<file path="config.mk">
export PLATFORM = sky130hd
export DESIGN_NAME = mem_wb_stage_flat
export DESIGN_NICKNAME = d
export VERILOG_FILES = /design/src/rtl/mem_wb_stage_if.sv /design/src/rtl/mem_wb_stage.sv /design/src/flat_wrapper.sv
export SDC_FILE = /design/constraint.sdc
export NUM_CORES = 1
export LEC_CHECK = 0
export ABC_CLOCK_PERIOD_IN_PS = 2310
export CAP_MARGIN = 20
export CORE_AREA = 2 2 153 155
export CTS_BUF_LIST = sky130_fd_sc_hd__clkbuf_8
export DETAILED_ROUTE_END_ITERATION = 10
export DIE_AREA = 0 0 155 157
export GPL_ROUTABILITY_DRIVEN = 0
export PLACE_DENSITY = 0.65
export SETUP_SLACK_MARGIN = 0.2
export SYNTH_ARGS = -nofsm -noshare
export SYNTH_HDL_FRONTEND = slang
export SYNTH_SLANG_ARGS = --single-unit
export TNS_END_PERCENT = 100
</file>
<file path="constraint.sdc">
create_clock -name clk -period 2.31 [get_ports clk]
set_clock_uncertainty 0.15 [all_clocks]
set_input_delay 0.693 -clock clk [delete_from_list [all_inputs] [get_ports clk]]
set_output_delay 0.693 -clock clk [all_outputs]
set_load 0.02 [all_outputs]
</file>
<file path="src/rtl/mem_wb_stage_if.sv">
// MEM->WB stage bus: producer side (in_*), consumer side (out_*), forwarding tap and occupancy.
// The master modport is the environment (MEM stage plus register file); the slave modport is the stage.
interface mem_wb_stage_if #(
   parameter int unsigned DATA_W     = 32,
   parameter int unsigned REG_ADDR_W = 5,
   parameter int unsigned WB_CTRL_W  = 2
);
   logic                  in_valid;
   logic                  in_ready;
   logic [DATA_W-1:0]     in_read_data;
   logic [DATA_W-1:0]     in_alu_result;
   logic [REG_ADDR_W-1:0] in_write_dest;
   logic [WB_CTRL_W-1:0]  in_wb_ctrl;

   logic                  out_valid;
   logic                  out_ready;
   logic [DATA_W-1:0]     out_read_data;
   logic [DATA_W-1:0]     out_alu_result;
   logic [REG_ADDR_W-1:0] out_write_dest;
   logic [WB_CTRL_W-1:0]  out_wb_ctrl;
   logic                  out_reg_write;
   logic                  out_mem_to_reg;
   logic [DATA_W-1:0]     out_wb_data;

   logic                  fwd_valid;
   logic [REG_ADDR_W-1:0] fwd_dest;
   logic [DATA_W-1:0]     fwd_data;
   logic [1:0]            occupancy;

   modport master (
      output in_valid, in_read_data, in_alu_result, in_write_dest, in_wb_ctrl, out_ready,
      input  in_ready, out_valid, out_read_data, out_alu_result, out_write_dest, out_wb_ctrl,
      input  out_reg_write, out_mem_to_reg, out_wb_data, fwd_valid, fwd_dest, fwd_data, occupancy
   );

   modport slave (
      input  in_valid, in_read_data, in_alu_result, in_write_dest, in_wb_ctrl, out_ready,
      output in_ready, out_valid, out_read_data, out_alu_result, out_write_dest, out_wb_ctrl,
      output out_reg_write, out_mem_to_reg, out_wb_data, fwd_valid, fwd_dest, fwd_data, occupancy
   );
endinterface

</file>
<file path="src/rtl/mem_wb_stage.sv">
// MEM->WB pipeline stage: head/skid two-entry buffer with valid/ready handshake, flush,
// decoded WB controls, writeback mux and EX forwarding tap driven from the head entry.
module mem_wb_stage #(
   parameter int unsigned DATA_W     = 32,
   parameter int unsigned REG_ADDR_W = 5,
   parameter int unsigned WB_CTRL_W  = 2,
   parameter bit          ZERO_REG   = 1'b1
) (
   input  logic           clk,
   input  logic           rst_n,
   input  logic           flush,
   mem_wb_stage_if.slave  bus
);
   typedef struct packed {
      logic [DATA_W-1:0]     read_data;
      logic [DATA_W-1:0]     alu_result;
      logic [REG_ADDR_W-1:0] write_dest;
      logic [WB_CTRL_W-1:0]  wb_ctrl;
   } entry_t;

   entry_t in_entry;
   entry_t h_q, h_d, s_q, s_d;
   logic   h_valid_q, h_valid_d;
   logic   s_valid_q, s_valid_d;
   logic   ready_q;
   logic   accept;
   logic   pop;
   logic   dest_is_zero;

   assign in_entry = '{read_data:  bus.in_read_data,
                       alu_result: bus.in_alu_result,
                       write_dest: bus.in_write_dest,
                       wb_ctrl:    bus.in_wb_ctrl};

   assign accept = bus.in_valid & ready_q;
   assign pop    = h_valid_q & bus.out_ready;

   // Next-state for head/skid; flush wins over any same-cycle accept or pop.
   always_comb begin
      h_d       = h_q;
      s_d       = s_q;
      h_valid_d = h_valid_q;
      s_valid_d = s_valid_q;
      if (flush) begin
         h_valid_d = 1'b0;
         s_valid_d = 1'b0;
      end else if (!h_valid_q) begin
         if (accept) begin
            h_d       = in_entry;
            h_valid_d = 1'b1;
         end
      end else if (pop) begin
         if (s_valid_q) begin
            h_d       = s_q;
            s_valid_d = 1'b0;
         end else if (accept) begin
            h_d = in_entry;
         end else begin
            h_valid_d = 1'b0;
         end
      end else if (accept) begin
         s_d       = in_entry;
         s_valid_d = 1'b1;
      end
   end

   // ready_q mirrors !s_valid but stays low while in reset so all outputs read 0.
   always_ff @(posedge clk or negedge rst_n) begin
      if (!rst_n) begin
         h_q       <= '0;
         s_q       <= '0;
         h_valid_q <= 1'b0;
         s_valid_q <= 1'b0;
         ready_q   <= 1'b0;
      end else begin
         h_q       <= h_d;
         s_q       <= s_d;
         h_valid_q <= h_valid_d;
         s_valid_q <= s_valid_d;
         ready_q   <= !s_valid_d;
      end
   end

   assign dest_is_zero = ZERO_REG && (h_q.write_dest == '0);

   assign bus.in_ready       = ready_q;
   assign bus.out_valid      = h_valid_q;
   assign bus.out_read_data  = h_q.read_data;
   assign bus.out_alu_result = h_q.alu_result;
   assign bus.out_write_dest = h_q.write_dest;
   assign bus.out_wb_ctrl    = h_q.wb_ctrl;
   assign bus.out_reg_write  = h_valid_q & h_q.wb_ctrl[0] & !dest_is_zero;
   assign bus.out_mem_to_reg = h_q.wb_ctrl[1];
   assign bus.out_wb_data    = h_q.wb_ctrl[1] ? h_q.read_data : h_q.alu_result;
   assign bus.fwd_valid      = bus.out_reg_write;
   assign bus.fwd_dest       = bus.out_write_dest;
   assign bus.fwd_data       = bus.out_wb_data;
   assign bus.occupancy      = 2'(h_valid_q) + 2'(s_valid_q);
endmodule
</file>
<file path="src/flat_wrapper.sv">
// flat-port wrapper written by rule: the top's interface ports become plain ports
module mem_wb_stage_flat 
#(
   parameter int unsigned DATA_W     = 32,
   parameter int unsigned REG_ADDR_W = 5,
   parameter int unsigned WB_CTRL_W  = 2,
   parameter bit          ZERO_REG   = 1'b1
)
  (clk, rst_n, flush, bus_in_valid, bus_in_read_data, bus_in_alu_result, bus_in_write_dest, bus_in_wb_ctrl, bus_out_ready, bus_in_ready, bus_out_valid, bus_out_read_data, bus_out_alu_result, bus_out_write_dest, bus_out_wb_ctrl, bus_out_reg_write, bus_out_mem_to_reg, bus_out_wb_data, bus_fwd_valid, bus_fwd_dest, bus_fwd_data, bus_occupancy);
  mem_wb_stage_if #(.DATA_W(DATA_W), .REG_ADDR_W(REG_ADDR_W), .WB_CTRL_W(WB_CTRL_W)) bus_i ();
  input  logic clk;
  input  logic rst_n;
  input  logic flush;
  input wire logic [$bits(bus_i.in_valid)-1:0] bus_in_valid;
  input wire logic [$bits(bus_i.in_read_data)-1:0] bus_in_read_data;
  input wire logic [$bits(bus_i.in_alu_result)-1:0] bus_in_alu_result;
  input wire logic [$bits(bus_i.in_write_dest)-1:0] bus_in_write_dest;
  input wire logic [$bits(bus_i.in_wb_ctrl)-1:0] bus_in_wb_ctrl;
  input wire logic [$bits(bus_i.out_ready)-1:0] bus_out_ready;
  output wire logic [$bits(bus_i.in_ready)-1:0] bus_in_ready;
  output wire logic [$bits(bus_i.out_valid)-1:0] bus_out_valid;
  output wire logic [$bits(bus_i.out_read_data)-1:0] bus_out_read_data;
  output wire logic [$bits(bus_i.out_alu_result)-1:0] bus_out_alu_result;
  output wire logic [$bits(bus_i.out_write_dest)-1:0] bus_out_write_dest;
  output wire logic [$bits(bus_i.out_wb_ctrl)-1:0] bus_out_wb_ctrl;
  output wire logic [$bits(bus_i.out_reg_write)-1:0] bus_out_reg_write;
  output wire logic [$bits(bus_i.out_mem_to_reg)-1:0] bus_out_mem_to_reg;
  output wire logic [$bits(bus_i.out_wb_data)-1:0] bus_out_wb_data;
  output wire logic [$bits(bus_i.fwd_valid)-1:0] bus_fwd_valid;
  output wire logic [$bits(bus_i.fwd_dest)-1:0] bus_fwd_dest;
  output wire logic [$bits(bus_i.fwd_data)-1:0] bus_fwd_data;
  output wire logic [$bits(bus_i.occupancy)-1:0] bus_occupancy;
  assign bus_i.in_valid = bus_in_valid;
  assign bus_i.in_read_data = bus_in_read_data;
  assign bus_i.in_alu_result = bus_in_alu_result;
  assign bus_i.in_write_dest = bus_in_write_dest;
  assign bus_i.in_wb_ctrl = bus_in_wb_ctrl;
  assign bus_i.out_ready = bus_out_ready;
  assign bus_in_ready = bus_i.in_ready;
  assign bus_out_valid = bus_i.out_valid;
  assign bus_out_read_data = bus_i.out_read_data;
  assign bus_out_alu_result = bus_i.out_alu_result;
  assign bus_out_write_dest = bus_i.out_write_dest;
  assign bus_out_wb_ctrl = bus_i.out_wb_ctrl;
  assign bus_out_reg_write = bus_i.out_reg_write;
  assign bus_out_mem_to_reg = bus_i.out_mem_to_reg;
  assign bus_out_wb_data = bus_i.out_wb_data;
  assign bus_fwd_valid = bus_i.fwd_valid;
  assign bus_fwd_dest = bus_i.fwd_dest;
  assign bus_fwd_data = bus_i.fwd_data;
  assign bus_occupancy = bus_i.occupancy;
  mem_wb_stage #(.DATA_W(DATA_W), .REG_ADDR_W(REG_ADDR_W), .WB_CTRL_W(WB_CTRL_W), .ZERO_REG(ZERO_REG)) u_core (.clk(clk), .rst_n(rst_n), .flush(flush), .bus(bus_i));
endmodule
</file>
# Word-level counts from Yosys, hierarchy flattened
# Index checks and enable logic that the tools add are counted.
word_totals:
  register_bits: 145
  inputBits: 76
  output_inout_bits: 147
  wordCells: 38
op_classes:
  add_sub_neg: 1
  eq_ne: 1
  mux: 14
  bitwise: 6
  n_reduce_logical: 5
ops:
  columns: ["operator", "n"]
  rows:
  - ["$mux W71", 4]
  - ["$mux W32", 1]
  - ["$mux W1", 9]
  - ["$logic_not A5 Y1", 1]
  - ["$and A1 B1 Y1", 4]
  - ["$reduce_and A4 Y1", 1]
  - ["$add A1 B1 Y2", 1]
  - ["$logic_not A1 Y1", 2]
  - ["$ne A2 B2 Y1 const B", 1]
  - ["$not A1 Y1", 2]
  - ["$reduce_and A2 Y1", 1]

# Depth between registers and ports, before layout
# Gate-level depths: netlist (run 1).
logic_depth:
  depth_word: 6
  depth_mapped: 6
  depth_no_buf: 3

# Least setup slack after synthesis (run 1)
# No wires, ideal clock.
synth_path:
  path_type: "register to output"
  startpoint: "reg u_core.h_q, in the netlist u_core.bus.out_wb_ctrl[1]"
  endpoint: "out bus_out_wb_data[0]"
  t_arrival_ns: 1.562
  path_slack_ns: -0.095
  path_stages_with_launch: 5
  path_buffers: 3
  cell_sequence: "dfrtp_1 buf_6 clkbuf_1 mux2_2 buf_4"
synth_via:
  elab_chain_len: 1
synth_rtl:
  columns: ["item", "line_no", "text"]
  rows:
  - ["from (decl)", "mem_wb_stage.sv:22", "entry_t h_q, h_d, s_q, s_d;"]
  - ["from (signal assigned)", "mem_wb_stage.sv:70", "h_q <= '0;"]
  - ["from (signal assigned)", "mem_wb_stage.sv:76", "h_q <= h_d;"]
  - ["$mux W32", "mem_wb_stage.sv:94", "assign bus.out_wb_data = h_q.wb_ctrl[1] ? h_q.read_data : h_q.alu_result;"]
  - ["to (decl)", "flat_wrapper.sv:28", "output wire logic [$bits(bus_i.out_wb_data)-1:0] bus_out_wb_data;"]
# No other way between the ends.

# Final worst setup path (run 1)
layout_path:
  startpoint: "reg u_core.h_q, in the netlist u_core.bus.fwd_dest[4]"
  endpoint: "out bus_out_reg_write"
layout_via:
  elab_chain_len: 3
layout_rtl:
  columns: ["item", "line_no", "text"]
  rows:
  - ["$logic_not A5 Y1", "mem_wb_stage.sv:84", "assign dest_is_zero = ZERO_REG && (h_q.write_dest == '0);"]
  - ["$logic_not A1 Y1", "mem_wb_stage.sv:92", "assign bus.out_reg_write = h_valid_q & h_q.wb_ctrl[0] & !dest_is_zero;"]
  - ["$and A1 B1 Y1", "mem_wb_stage.sv:92", null]
  - ["to (decl)", "flat_wrapper.sv:26", "output wire logic [$bits(bus_i.out_reg_write)-1:0] bus_out_reg_write;"]
# No other way between the ends.

==> results.md, run 1 <==
- Area of the die: about 24000 um2
- Root buf cell: sky130_fd_sc_hd__clkbuf_8
- Growth of design area from synthesis to finish: 44.7%
- Post-synthesis compound-gate area fraction: 11.5%
- Worst setup startpoint: u_core.bus.fwd_dest[4]$_DFFE_PN0P_
- Max VDD drop: 0.318 mV
- Diodes inserted: 0
- Synthesized area per cell: 13.9 um2
- FP Rows: 55
- DRC violation count after routing: 0
- Number of search-and-repair iterations in the first detailed-routing pass: 4
- Slack of the worst reg-to-reg path: 260 ps
- Pin slew with the least headroom to its limit: 424 ps
- Post-route cell area: 9700 um2
- RSZ-0062 raised after global routing: yes
- Number of global-route vias before repair: 4913
- IO Count: approximately 220
- Nets@finish: 786
- Wire length after detailed routing: 18.2 mm
- Final core utilization: about 43%
- Global-route total usage across every layer: 14.7%
- Dominant combinational cell family by area after synthesis: multiplexers
- Unique cell type count in the Yosys netlist: 24
- Global routing's busiest layer: met2
- Proportion of layout cells with a drive suffix above 1: around 41%
- Final worst-path setup slack: -248 ps
- Total of fill cells in the finished design: 2072
- Clock latency of the later-clocked register in the worst-skew pair: 440 ps
- Effective utilization at floorplan: roughly 30%
- Yosys reg bits: 145
- Final period utilization: 111%
- Top-area cell type share of the netlist area: 54.1%
- Post-synthesis cell count: about 480
- Clock buffer depth: 2
- Max_cap viols: 0
- Path type of the worst setup path: reg2out
- Synthesized Nets: 559
- Total half-perimeter wirelength after legalization and detailed placement: 11.7 mm
- Largest net degree at the start of global routing: 50
- Arithmetic-cell share of the synthesized area counting full adders, half adders and majority gates: 0.187%
- Die width: between 150 and 200 um
- Crit. End Element: primary output
- Met2 global-route usage: 24.4%
- Last element of the critical path: bus_out_reg_write
- Via density per instance: 4.76
- Clock tree from TritonCTS: built
- Power density relative to cell area: 855 nW/um2
- Initial detailed-routing violation count: 185
- Part of the Yosys area used for sequential elements: 54.1%
- Met1 Track Usage GR: about a fifth
- CP Data Required Time: between 1000 and 1500 ps
- Global-route wire length before repair: about 28 mm
- Grt total ovfl: 0
- Post-Synth XOR/XNOR Area: 0%
- Number of antenna violations at the first check in global routing: 0
- Cell area after technology mapping: 6700 um2
- Top cells by area in the synthesized netlist: sky130_fd_sc_hd__dfrtp_1 (54%), sky130_fd_sc_hd__mux2_2 (17%), sky130_fd_sc_hd__a221o_1 (11%)
- Peak clock frequency supported by timing: approximately 390 MHz
- Capturing point of the worst reg2reg path: u_core.bus.fwd_dest[2]$_DFFE_PN0P_
- Port bufs: roughly 220
- Multiplexer share of the synthesized area: 17.3%
- Biggest area consumer among synthesized cells: sky130_fd_sc_hd__dfrtp_1
- Arrival time at the worst endpoint: 1710 ps
- Count of final setup violators: 66
- Crit path time final: 2560 ps
- Maximum net fanout on the critical path: 2
- Standby leakage power: between 0.004 and 0.005 uW
- Clock transition at the registers of the reported paths: 90 ps
- Number of levels the H-tree was split into: 4
- Standard cell core area: 22500 um2
- Sink Count: 145
- Crit path launch type: flip-flop
- Max-slew headroom at the worst pin: 71.7%
- Final slew viol count: 0
- Worst flop-to-flop path startpoint: u_core.bus.out_valid$_DFF_PN0_
- Final-report hold violation count: 0
- Hold_ws: 350 ps
- Violations in the final reports: negative setup slack
- Fraction of the mapped netlist area in simple logic gates: 7.35%
- Number of CTS-inserted buffers: 17
- Result of the run: finished with violations
- Height of the chip: 157 um
- Pre-CTS setup slack: -285 ps
- Yosys synthesis warning count: 0
- M3 GR Usage: 3.72%
- Average wire length per cell after detail routing: 18.1 um
- Total vias in the final route: approximately 4800
- Class of the tightest hold or removal check: reg2reg
- Antenna-violating nets left: 0
- Register-to-Register Path Depth: 6
- Post-Place Cell Area: ~9000 um2
## timing repair
action / 4_1_cts / 5_1_grt
setup buffers: 11 / 11
endpoints found under the setup margin: 148 / 224
resized for setup: 459 / 67
endpoints found under the hold margin: 20 / 0
cloned: 2 / 2
hold buffers: 1 / 0
pin swaps: 2 / 2
## worst max-delay path, stage by stage, from the launching register on
cell	delay (ps)
sky130_fd_sc_hd__dfrtp_2	410
sky130_fd_sc_hd__or3_4	390
sky130_fd_sc_hd__o311a_4	340
sky130_fd_sc_hd__buf_6	140
## state kept, by name, summed over array words and instances, names as in the netlist
signal	count
u_core.s_valid_q	1
u_core.bus.fwd_dest	5
u_core.bus.out_alu_result	32
u_core.bus.in_ready	1
u_core.bus.out_wb_ctrl	2
u_core.s_q	71
u_core.bus.out_valid	1
u_core.bus.out_read_data	32
## layer usage
layer / part of all wire, % / wire length, um / vias up
met5: 0 / 0 / -
met1: 44 / 8010 / 2433
met4: 1.8 / 319 / 0
met3: 5.3 / 957 / 18
met2: 49 / 8920 / 148
li1: - / - / 2196
## cells in the final DEF, fill, tap and decap left out, drive strengths merged
cell	count
a31o	1
nand2	4
nor4b	1
or3	1
clkinvlp	5
a221o	72
a21oi	1
and4b	1
clkdlybuf4s15	11
nand2b	1
and2	71
buf	142
inv	8
dlygate4sd3	1
ha	1
a31oi	1
dfrtp	145
dlygate4sd2	50
a211oi	1
clkinv	2
clkbuf	24
mux2	103
clkdlybuf4s50	71
bufinv	1
dlymetal6s2s	2
o311a	1
## worst min-delay path by stage
| stage | cells past startpoint | end | slack [ps] | start |
|---|---|---|---|---|
| 2_1_floorplan | 0 | u_core.bus.fwd_dest[0]$_DFFE_PN0P_ | 250 | rst_n |
| 4_1_cts | 1 | u_core.s_q[51]$_DFFE_PN0P_ | 360 | u_core.s_q[51]$_DFFE_PN0P_ |
| 3_3_place_gp | 1 | u_core.s_q[39]$_DFFE_PN0P_ | 330 | u_core.s_q[39]$_DFFE_PN0P_ |
| 5_1_grt | 1 | u_core.s_q[28]$_DFFE_PN0P_ | 360 | u_core.s_q[28]$_DFFE_PN0P_ |
| 3_5_place_dp | 1 | u_core.s_q[42]$_DFFE_PN0P_ | 340 | u_core.s_q[42]$_DFFE_PN0P_ |
| 6_report | 1 | u_core.s_q[38]$_DFFE_PN0P_ | 350 | u_core.s_q[38]$_DFFE_PN0P_ |
## cell usage after synthesis
cell type                    n
sky130_fd_sc_hd__dfrtp_1   145
sky130_fd_sc_hd__mux2_2    103
sky130_fd_sc_hd__a221o_1    71
sky130_fd_sc_hd__and2_1     71
sky130_fd_sc_hd__buf_4      46
sky130_fd_sc_hd__buf_6      12
sky130_fd_sc_hd__buf_8       7
sky130_fd_sc_hd__buf_2       5
sky130_fd_sc_hd__clkbuf_1    5
sky130_fd_sc_hd__nand2_1     3
sky130_fd_sc_hd__a211oi_4    1
sky130_fd_sc_hd__a21oi_1     1
sky130_fd_sc_hd__a221o_2     1
sky130_fd_sc_hd__a31o_2      1
sky130_fd_sc_hd__a31oi_1     1
sky130_fd_sc_hd__and4b_1     1
sky130_fd_sc_hd__ha_1        1
sky130_fd_sc_hd__inv_1       1
sky130_fd_sc_hd__inv_2       1
sky130_fd_sc_hd__nand2_2     1
sky130_fd_sc_hd__nand2b_1    1
sky130_fd_sc_hd__nor4b_1     1
sky130_fd_sc_hd__o311a_2     1
sky130_fd_sc_hd__or3_1       1
## power breakdown
| group | leakage [uW] | internal, uW | switching [uW] | total, uW |
|---|---|---|---|---|
| combinational | 0.00254 | 1530 | 1380 | 2920 |
| clock | 0.000182 | 895 | 1070 | 1970 |
| sequential | 0.00178 | 3090 | 329 | 3410 |
## per-stage QoR
stage | instances | setup TNS, ps | total power, uW
floorplan | 482 | 0 | 5200
global placement | 948 | -36550 | 6420
detailed placement | 948 | -35780 | 6470
CTS | 994 | -13570 | 8250
global route | 1007 | -16290 | 8740
finish | 1007 | -11390 | 8290
## kinds of logic after synthesis
group / Yosys count
compound gates: 77
fa+ha+maj: 1
buf+inv: 77
flops: 145
mux: 103
simple gates: 79
## area by class of cell
class / count / area (um2) / area share (%)
flip-flops and latches: 145 / 3630 / 37.5
repair buffers: 283 / 2740 / 28.3
multi-input cells: 260 / 2580 / 26.6
well taps: 285 / 357 / 3.68
clock buffers: 18 / 248 / 2.55
clock inverters: 14 / 131 / 1.35
inverters: 2 / 7.51 / 0.0774
(Power assumes the default switching activity.)
==> run 2: changes to the inputs <==
CORE_AREA = 2 2 137 173   (was 2 2 153 155)
DIE_AREA = 0 0 139 175   (was 0 0 155 157)
==> run 2 against run 1 <==
- the run still ends with negative setup slack left
- combinational power grew 3%
- critical path depth is the same
- register-to-register slack is essentially flat
- worst setup slack gained 17 ps
- fmax grew 0.66%
- final cell count grew 1.1%
- worst hold slack lost 290 ps
- sequential cell count is the same
- sequential power is essentially flat
- critical endpoint unchanged
- largest cell class unchanged
- largest power group unchanged
==> results.md, run 2 (same netlist as run 1, synthesis figures left out) <==
- Clock latency of the later-clocked register in the worst-skew pair: 450 ps
- Number of global-route vias before repair: 5032
- Nets@finish: 794
- Sink Count: 145
- Most common cell after layout, fill and taps aside: sky130_fd_sc_hd__dfrtp_1
- Area of the die: 24300 um2
- Final worst-path setup slack: -231 ps
- Via density per instance: 4.77
- Post-route cell area: 9840 um2
- Arrival time at the worst endpoint: 1700 ps
- Flip-flop count of the largest register, all copies and words added: between 70 and 80
- Diodes inserted: 0
- Initial detailed-routing violation count: 176
- Post-Place Cell Area: 9280 um2
- Max-slew headroom at the worst pin: between 60% and 70%
- Final-report hold violation count: 0
- Hold_ws: a little over 60 ps
- Pre-CTS setup slack: -320 ps
- FP Rows: 62
- Total vias in the final route: 4853
- Number of CTS-inserted buffers: 17
- Power density relative to cell area: 868 nW/um2
- Number of search-and-repair iterations in the first detailed-routing pass: 4
- Final period utilization: 110%
- Total of fill cells in the finished design: 2135
- Final slew viol count: 0
- Commonest cells after routing, fill and taps aside: sky130_fd_sc_hd__dfrtp_1 (143), sky130_fd_sc_hd__mux2_2 (75), sky130_fd_sc_hd__and2_1 (71), sky130_fd_sc_hd__clkdlybuf4s50_1 (71), sky130_fd_sc_hd__a221o_1 (70)
- Total half-perimeter wirelength after legalization and detailed placement: 12.6 mm
- Standard cell core area: around 23000 um2
- Standby leakage power: 0.00456 uW
- Root buf cell: sky130_fd_sc_hd__clkbuf_8
- DRC violation count after routing: 0
- Crit. End Element: primary output
- Capturing point of the worst reg2reg path: u_core.bus.fwd_dest[2]$_DFFE_PN0P_
- Height of the chip: 175 um
- Worst flop-to-flop path startpoint: u_core.bus.out_valid$_DFF_PN0_
- Clock tree from TritonCTS: built
- Global-route total usage across every layer: 15.3%
- Violations in the final reports: negative setup slack
- Class of the tightest hold or removal check: in2async
- Area of combinational cells with multiple inputs: 2580 um2
- Register with the most flip-flops: u_core.s_q
- RSZ-0062 raised after global routing: yes
- Number of levels the H-tree was split into: 4
- IO Count: 223
- Average wire length per cell after detail routing: 18.2 um
- Max VDD drop: 0.436 mV
- Max_cap viols: 0
- CP Data Required Time: about 1500 ps
- Path type of the worst setup path: reg2out
- Number of antenna violations at the first check in global routing: 0
- Wire length after detailed routing: 18.6 mm
- Port bufs: 222
- Grt total ovfl: 0
- Largest net degree at the start of global routing: 52
- Register-to-Register Path Depth: 6
- Total area of sequential cells: between 3000 and 4000 um2
- Clock buffer depth: 2
- Pin slew with the least headroom to its limit: 573 ps
- Die width: roughly 140 um
- Slack of the worst reg-to-reg path: between 200 and 300 ps
- Count of final setup violators: between 60 and 70
- Peak clock frequency supported by timing: 394 MHz
- Antenna-violating nets left: 0
- Global-route wire length before repair: 29.0 mm
- Count of hold-fix buffers inserted at cts: 0
- Crit path time final: 2540 ps
- Effective utilization at floorplan: approximately 30%
- Growth of design area from synthesis to finish: 46.8%
- Result of the run: finished with violations
- Proportion of layout cells with a drive suffix above 1: around 43%
- Crit path launch type: flip-flop
- Maximum net fanout on the critical path: 2
- Clock transition at the registers of the reported paths: 90 ps
-- run 2: changes by cell type in the layout (fill, tap and decap cells not counted), sizes merged --
cell,delta
bufinv,+1
dlygate4sd3,-1
clkinv,+1
clkbuf,-2
buf,+15
clkinvlp,-3
clkdlybuf4s15,+12
dlygate4sd2,-17
inv,+2
-- run 2: how the worst max path moves through the flow --
| stage | from | endpoint | cells after the start |
|---|---|---|---|
| CTS | u_core.bus.fwd_dest[4]$_DFFE_PN0P_ | bus_fwd_valid | 3 |
| finish | u_core.bus.fwd_dest[3]$_DFFE_PN0P_ | bus_out_reg_write | 3 |
| global placement | flush | u_core.s_q[58]$_DFFE_PN0P_ | 5 |
| global route | u_core.bus.fwd_dest[3]$_DFFE_PN0P_ | bus_fwd_valid | 3 |
| detailed placement | flush | u_core.s_q[54]$_DFFE_PN0P_ | 5 |
| floorplan | u_core.bus.fwd_dest[4]$_DFFE_PN0P_ | bus_out_reg_write | 3 |
-- run 2: metal layers --
metal | share of wire (%) | track usage, %
met1 | 42 | 18.7
met5 | 0 | 0
met3 | 4.7 | 3.78
met2 | 52 | 26.9
met4 | 1.5 | 4.46
-- run 2: cell type report --
cell class	count	share of cell area (%)
Clock buffer	17	2.38
Clock inverter	15	1.72
Inverter	2	0.0763
Multi-Input combinational cell	260	26.2
Sequential cell	145	36.9
Tap cell	288	3.66
Timing Repair Buffer	291	29.1
-- run 2: through the flow --
step	TNS [ps]	power, uW	instances	utilization, %
final	-10800	8540	1018	43.4
after floorplan	0	5200	482	-
after detailed placement	-39120	6540	963	41.0
after global placement	-35390	6480	963	41.0
after global routing	-15410	8970	1018	43.4
after CTS	-13450	8510	1015	42.7
-- run 2: repair_timing --
action,4_1_cts,5_1_grt
setup buffers,18,3
cloned,2,0
gates resized for setup,493,79
endpoints found under the setup margin,149,155
pin swaps,4,4
-- run 2: power by group --
group | total [uW] | switching, uW | internal, uW
clock | 2100 | 1110 | 993
combinational | 3020 | 1410 | 1610
sequential | 3420 | 339 | 3080
total | 8540 | 2860 | 5680
-- run 2: worst max-delay path, stage by stage (launching register included) --
cell and delay, ps:
sky130_fd_sc_hd__dfrtp_1 390, sky130_fd_sc_hd__or3_4 400, sky130_fd_sc_hd__o311a_4 330, sky130_fd_sc_hd__buf_6 130
==> run 3: changes to the inputs <==
SLEW_MARGIN = 20   (was unset)
==> results of run 3 <==
Final layout, timing and power as in run 2 (identical DEF).
==> variant 1: new RTL, settings of run 1 <==
`ZERO_REG` is set to 1'b1 in 2 places; all go to 1'b0.
--- a/src/rtl/mem_wb_stage.sv
+++ b/src/rtl/mem_wb_stage.sv
@@ -5,5 +5,5 @@
    parameter int unsigned REG_ADDR_W = 5,
    parameter int unsigned WB_CTRL_W  = 2,
-   parameter bit          ZERO_REG   = 1'b1
+   parameter bit          ZERO_REG   = 1'b0
 ) (
    input  logic           clk,
--- a/src/flat_wrapper.sv
+++ b/src/flat_wrapper.sv
@@ -5,5 +5,5 @@
    parameter int unsigned REG_ADDR_W = 5,
    parameter int unsigned WB_CTRL_W  = 2,
-   parameter bit          ZERO_REG   = 1'b1
+   parameter bit          ZERO_REG   = 1'b0
 )
   (clk, rst_n, flush, bus_in_valid, bus_in_read_data, bus_in_alu_result, bus_in_write_dest, bus_in_wb_ctrl, bus_out_ready, bus_in_ready, bus_out_valid, bus_out_read_data, bus_out_alu_result, bus_out_write_dest, bus_out_wb_ctrl, bus_out_reg_write, bus_out_mem_to_reg, bus_out_wb_data, bus_fwd_valid, bus_fwd_dest, bus_fwd_data, bus_occupancy);
Formal check against the unedited RTL: not equivalent (Yosys sat finds a counterexample within 4 cycles, from zero or initial values and one cycle with rst_n low).
==> variant 1 against run 1 <==
  * The flow still finishes with violations (negative setup slack)
  * Maximum frequency grew 2.4%
  * Sequential cell count is the same
  * Worst setup slack gained 0.061 ns
  * Area after synthesis shrank 0.93%
  * Critical endpoint is now bus_out_wb_data[16]
  * Critical path type unchanged
  * Power shrank 2.4%
  * Wire length shrank 5.5%
  * Register-to-register slack gained 0.03 ns
  * Final area shrank 0.57%
==> variant 1: results (changes against run 1) <==
** Outcome
- Outcome :: finished, violations left
- The checks that failed: negative setup slack.

** Route
- The routed wire length is 17200 um (-5.5%).
- The initial DRC count came to 171 (-7.6%).
- The met2 routed wirelength is 7930 um (-11%).
- The total via count after detailed routing is 4730 (-1.4%).
- Wire length on met1 :: 8060 um (+0.66%)
- Met3 WL post-DR :: 1000 um (+4.6%)
- The ratio of routed vias to standard cells was 4.74 (-0.37%).

** Power
- Combinational group share of total power :: 0.353 (+0.002)
- Power density over the cells :: 840 mW/mm^2 (-1.8%)
- Register share of total power :: 0.423 (+0.011)
- Leak Pwr :: 0.00452 uW (+0.36%)
- The net switching power came to 2650 uW (-4.8%).
- The worst voltage drop across the vdd grid was 0.000378 V (+19%).

** GRT
- The global-route usage over all layers came to 0.140 (-0.00705).
- Vias in the first global route :: 4786 (-2.6%)
- Met3 track utilization from global routing :: 0.0399 (+0.00275)
- The met2 routing resource usage after global routing is 0.220 (-0.0237).
- First-pass GRT wire length :: 26900 um (-3.5%)
- The met1 track demand over resource in global routing was 0.190 (+0.00210).

** Placed design
- DP Wirelength :: 11600 um (-1.1%)
- The number of cells after detailed placement came to 944 (-0.42%).
- Post-detailed-placement cell area :: 0.00914 mm^2 (+0.15%)
- The pre-CTS setup slack was -0.278 ns (+0.00633 ns).

** STA
- Actual transition at the worst max-transition pin :: 0.434 ns (+0.0101 ns)
- Finish-stage setup viols :: 64 (-3.0%)
- The worst setup slack after layout came to -0.187 ns (+0.0611 ns).
- Final-layout setup total negative slack :: -7.26 ns (+4.13 ns)

** Worst setup path
- The critical-path maximum fanout was 15 (+13).
- The flop-to-flop setup slack came to 0.29 ns (+0.03 ns).
- Cell depth of the worst flop-to-flop path :: 8 (+2)
- Grouping stages by cell kind, the critical path spends the most delay in buffers and inverters.
- The startpoint identified for the worst register-to-register timing path is u_core.bus.out_valid.
- Critical R2R Capture :: u_core.s_q[6]
- The critical path starts at u_core.bus.out_wb_ctrl[1].
- In this run the worst setup path terminates at bus_out_wb_data[16].
- The arrival time reported for the critical path endpoint was 1.65 ns (-0.06 ns).
- CP peak stage delay :: 0.46 ns (+0.05 ns)

** Yosys
- The sequential cell area fraction in the yosys report was 0.546 (+0.00510).
- The post-synth net total came to 558 (-0.18%).
- After synthesis, the cell types taking the most area are sky130_fd_sc_hd__dfrtp_1 (55%), sky130_fd_sc_hd__mux2_2 (17%), sky130_fd_sc_hd__a221o_1 (11%).
- The fraction of post-synthesis cell area in the top cell type by area came to 0.546 (+0.00510).
- By count the netlist is led by sky130_fd_sc_hd__dfrtp_1 (145), sky130_fd_sc_hd__mux2_2 (103), sky130_fd_sc_hd__a221o_1 (72), sky130_fd_sc_hd__and2_1 (72), sky130_fd_sc_hd__buf_4 (47).

** Clock tree
- The count of instances resized after the clock tree is built came to 284 (-38%).

** Final layout
- The fraction of final layout cells with drive strength greater than 1 came to 0.382 (-0.0307).
- Number of nets at the end of the flow :: 780 (-0.76%)

** Worst hold path
- Type of the most critical hold path :: input pin to asynchronous set/reset pin
## variant 1: worst min-delay path by stage
stage,startpoint,to,slack (ns),depth (start not counted)
2_1_floorplan,rst_n,u_core.bus.fwd_dest[0],0.25,0
3_3_place_gp,u_core.s_q[40],u_core.s_q[40],0.33,1
3_5_place_dp,u_core.s_q[32],u_core.s_q[32],0.34,1
4_1_cts,rst_n,u_core.s_q[35],0.01,1
5_1_grt,rst_n,u_core.bus.out_alu_result[28],0.02,1
6_report,rst_n,u_core.s_q[35],0.03,1
## variant 1: cell type report
cell class                      count  area share
Clock buffer                       18      0.0257
Inverter                            2    0.000779
Tap cell                          285      0.0370
Clock inverter                     10     0.00960
Sequential cell                   145       0.377
Timing Repair Buffer              278       0.282
Multi-Input combinational cell    259       0.268
## variant 1: kinds of logic (layout without fill, tap and decap cells)
logic type	count (synthesis)	after routing	share of synthesized area
flops	145	145	0.546
mux	103	103	0.175
simple gates	79	79	0.0739
buf+inv	77	308	0.0887
compound gates	76	76	0.115
fa+ha+maj	1	1	0.00188
==> variant 2: new RTL, config.mk and constraints of run 1 <==
Without the edit above. Make the reset (`rst_n`) synchronous in one clocked block.
--- a/src/rtl/mem_wb_stage.sv
+++ b/src/rtl/mem_wb_stage.sv
@@ -66,5 +66,5 @@
 
    // ready_q mirrors !s_valid but stays low while in reset so all outputs read 0.
-   always_ff @(posedge clk or negedge rst_n) begin
+   always_ff @(posedge clk) begin
       if (!rst_n) begin
          h_q       <= '0;
Function: differs if rst_n is asserted again (counterexample within 4 cycles, from zero or initial values and one cycle with rst_n low); with rst_n held inactive, the same outputs for 4 cycles.
==> variant 2 against run 1 <==
  * Area after synthesis is 9.8% higher
  * Largest cell class is now multi-input gates
  * Worst hold slack worse by 0.023 ns
  * Final area grew 6.4%
  * Die area is the same
  * Via count grew 51%
  * Wire length is 37% higher
  * Cell count increased by 28%
  * Register-to-register slack improved by 0.13 ns
  * The run still ends with negative setup slack left
  * Sequential cell count stayed put
  * Highest routed layer unchanged
  * Worst setup slack improved by 0.091 ns
  * Synthesized cell count increased by 73%
Power is not compared: it rests on default switching activity, and its combinational part moved more than twofold at a synthesized area within 25%.
==> variant 2: results (changes against run 1) <==
** STA
- The number of setup violations in the final report came to 66 (unchanged).
- Actual transition at the worst max-transition pin :: 0.477 ns (+0.0536 ns)
- The worst setup slack after layout came to -0.157 ns (+0.0912 ns).
- The hold slack came to 0.327 ns (-0.0226 ns).

** GRT
- Largest net degree at the start of global routing :: 78 (+56%)
- Met2 track demand over resource :: 0.335 (+0.0914)
- First-pass GRT wire length :: 39000 um (+40%)
- Grt met1 use :: 0.265 (+0.0771)
- Global Route Usage Sum :: 0.202 (+0.0543)
- Antenna violations before repair :: 1 (+1)

** Yosys
- The synthesized-area fraction occupied by adder cells came to 0.00170 (-0.000167).
- The sequential cell area fraction in the yosys report came to 0.394 (-0.147).
- The count of different cell masters after synthesis is 28 (+17%).
- Counting instances in the post-synthesis netlist gives the leading cell types as sky130_fd_sc_hd__dfxtp_1 (145), sky130_fd_sc_hd__nand3_1 (141), sky130_fd_sc_hd__nand2_1 (73).
- The post-synthesis instance total was 836 (+73%).
- Fraction of the mapped netlist area in compound gates :: 0.309 (+0.193)
- The post-synth net total is 913 (+63%).
- Proportion of synthesized flip-flops having asynchronous set or reset :: 0 (-1.00)
- The mux contribution to synthesized area was 0.0490 (-0.124).

** Outcome
- The final reports fail on negative setup slack.
- The run finished, with violations left.

** Final layout
- The non-filler instance count after layout was 1289 (+28%).
- The post-layout net count was 1067 (+36%).
- The fraction of final layout cells with drive strength greater than 1 is 0.286 (-0.126).
- The fill cell total of the finished layout was 2158 (+4.2%).

** Placed design
- DP Wirelength :: 15300 um (+30%)
- The pre-CTS setup slack is -0.0849 ns (+0.200 ns).
- The standard cell area after detailed placement came to 0.00983 mm^2 (+7.7%).

** Route
- First-pass detailed-route iteration total :: 5 (+1)
- Overall routed net length :: 24900 um (+37%)
- Met3 WL post-DR :: 1690 um (+76%)
- DRC violation total after the first TritonRoute iteration :: 530 (+190%)
- The met2 routed wirelength is 12100 um (+36%).
- The ratio of routed vias to standard cells was 5.62 (+18%).

** Worst hold path
- For hold timing, the worst endpoint is u_core.s_q[19].
- Worst Hold Depth :: 2 (+1)

** Clock tree
- The post-CTS setup buffer count was 3 (-8).
- Resized Gates After CTS :: 391 (-15%)

** Worst setup path
- For this design, the slowest cell found on the critical path is sky130_fd_sc_hd__or3_4.
- Kind of cell with the highest combined delay on the critical path :: simple AND/OR/NAND/NOR gates
- In this run the critical register-to-register path is captured at u_core.bus.out_read_data[21].
- CP peak stage delay :: 0.38 ns (-0.03 ns)

** Power
- The clock network consumes a total of 1970 uW.
[variant 2: cell types whose count changed in the layout (fill, tap and decap cells not counted), moves of 15 or more]
cell and delta:
sky130_fd_sc_hd__a21oi_1 +70, sky130_fd_sc_hd__a221o_1 -70, sky130_fd_sc_hd__a311oi_2 +70, sky130_fd_sc_hd__a31oi_1 +71, sky130_fd_sc_hd__and2_1 -70, sky130_fd_sc_hd__buf_2 -22, sky130_fd_sc_hd__dfrtp_1 -142, sky130_fd_sc_hd__dfxtp_1 +140
sky130_fd_sc_hd__mux2_2 -68, sky130_fd_sc_hd__nand2_1 +70, sky130_fd_sc_hd__nand3_1 +141, sky130_fd_sc_hd__o21ai_0 +15, sky130_fd_sc_hd__o21ai_1 +57
[variant 2: how the worst max path moves through the flow]
stage                               to  slack (ns)  cells after the start                 startpoint
floorplan           bus_out_wb_data[0]        0.19                      4  u_core.bus.out_wb_ctrl[1]
CTS                   bus_fwd_data[27]       -0.21                      3  u_core.bus.out_wb_ctrl[1]
detailed placement       bus_fwd_valid       -0.08                      3     u_core.bus.fwd_dest[4]
global route          bus_fwd_data[18]       -0.22                      4  u_core.bus.out_wb_ctrl[1]
finish                   bus_fwd_valid       -0.16                      3     u_core.bus.fwd_dest[4]
global placement         bus_fwd_valid       -0.09                      3     u_core.bus.fwd_dest[4]
[variant 2: final cells by class]
| class | instances | area, um^2 | area share |
|---|---|---|---|
| multi-input cells | 545 | 3810 | 0.370 |
| repair buffers | 279 | 2830 | 0.274 |
| flip-flops and latches | 145 | 2920 | 0.283 |
| clock buffers | 19 | 262 | 0.0253 |
| inverters | 2 | 15.0 | 0.00146 |
| diodes | 2 | 5.00 | 0.000485 |
| clock inverters | 12 | 118 | 0.0114 |
| well taps | 285 | 357 | 0.0346 |
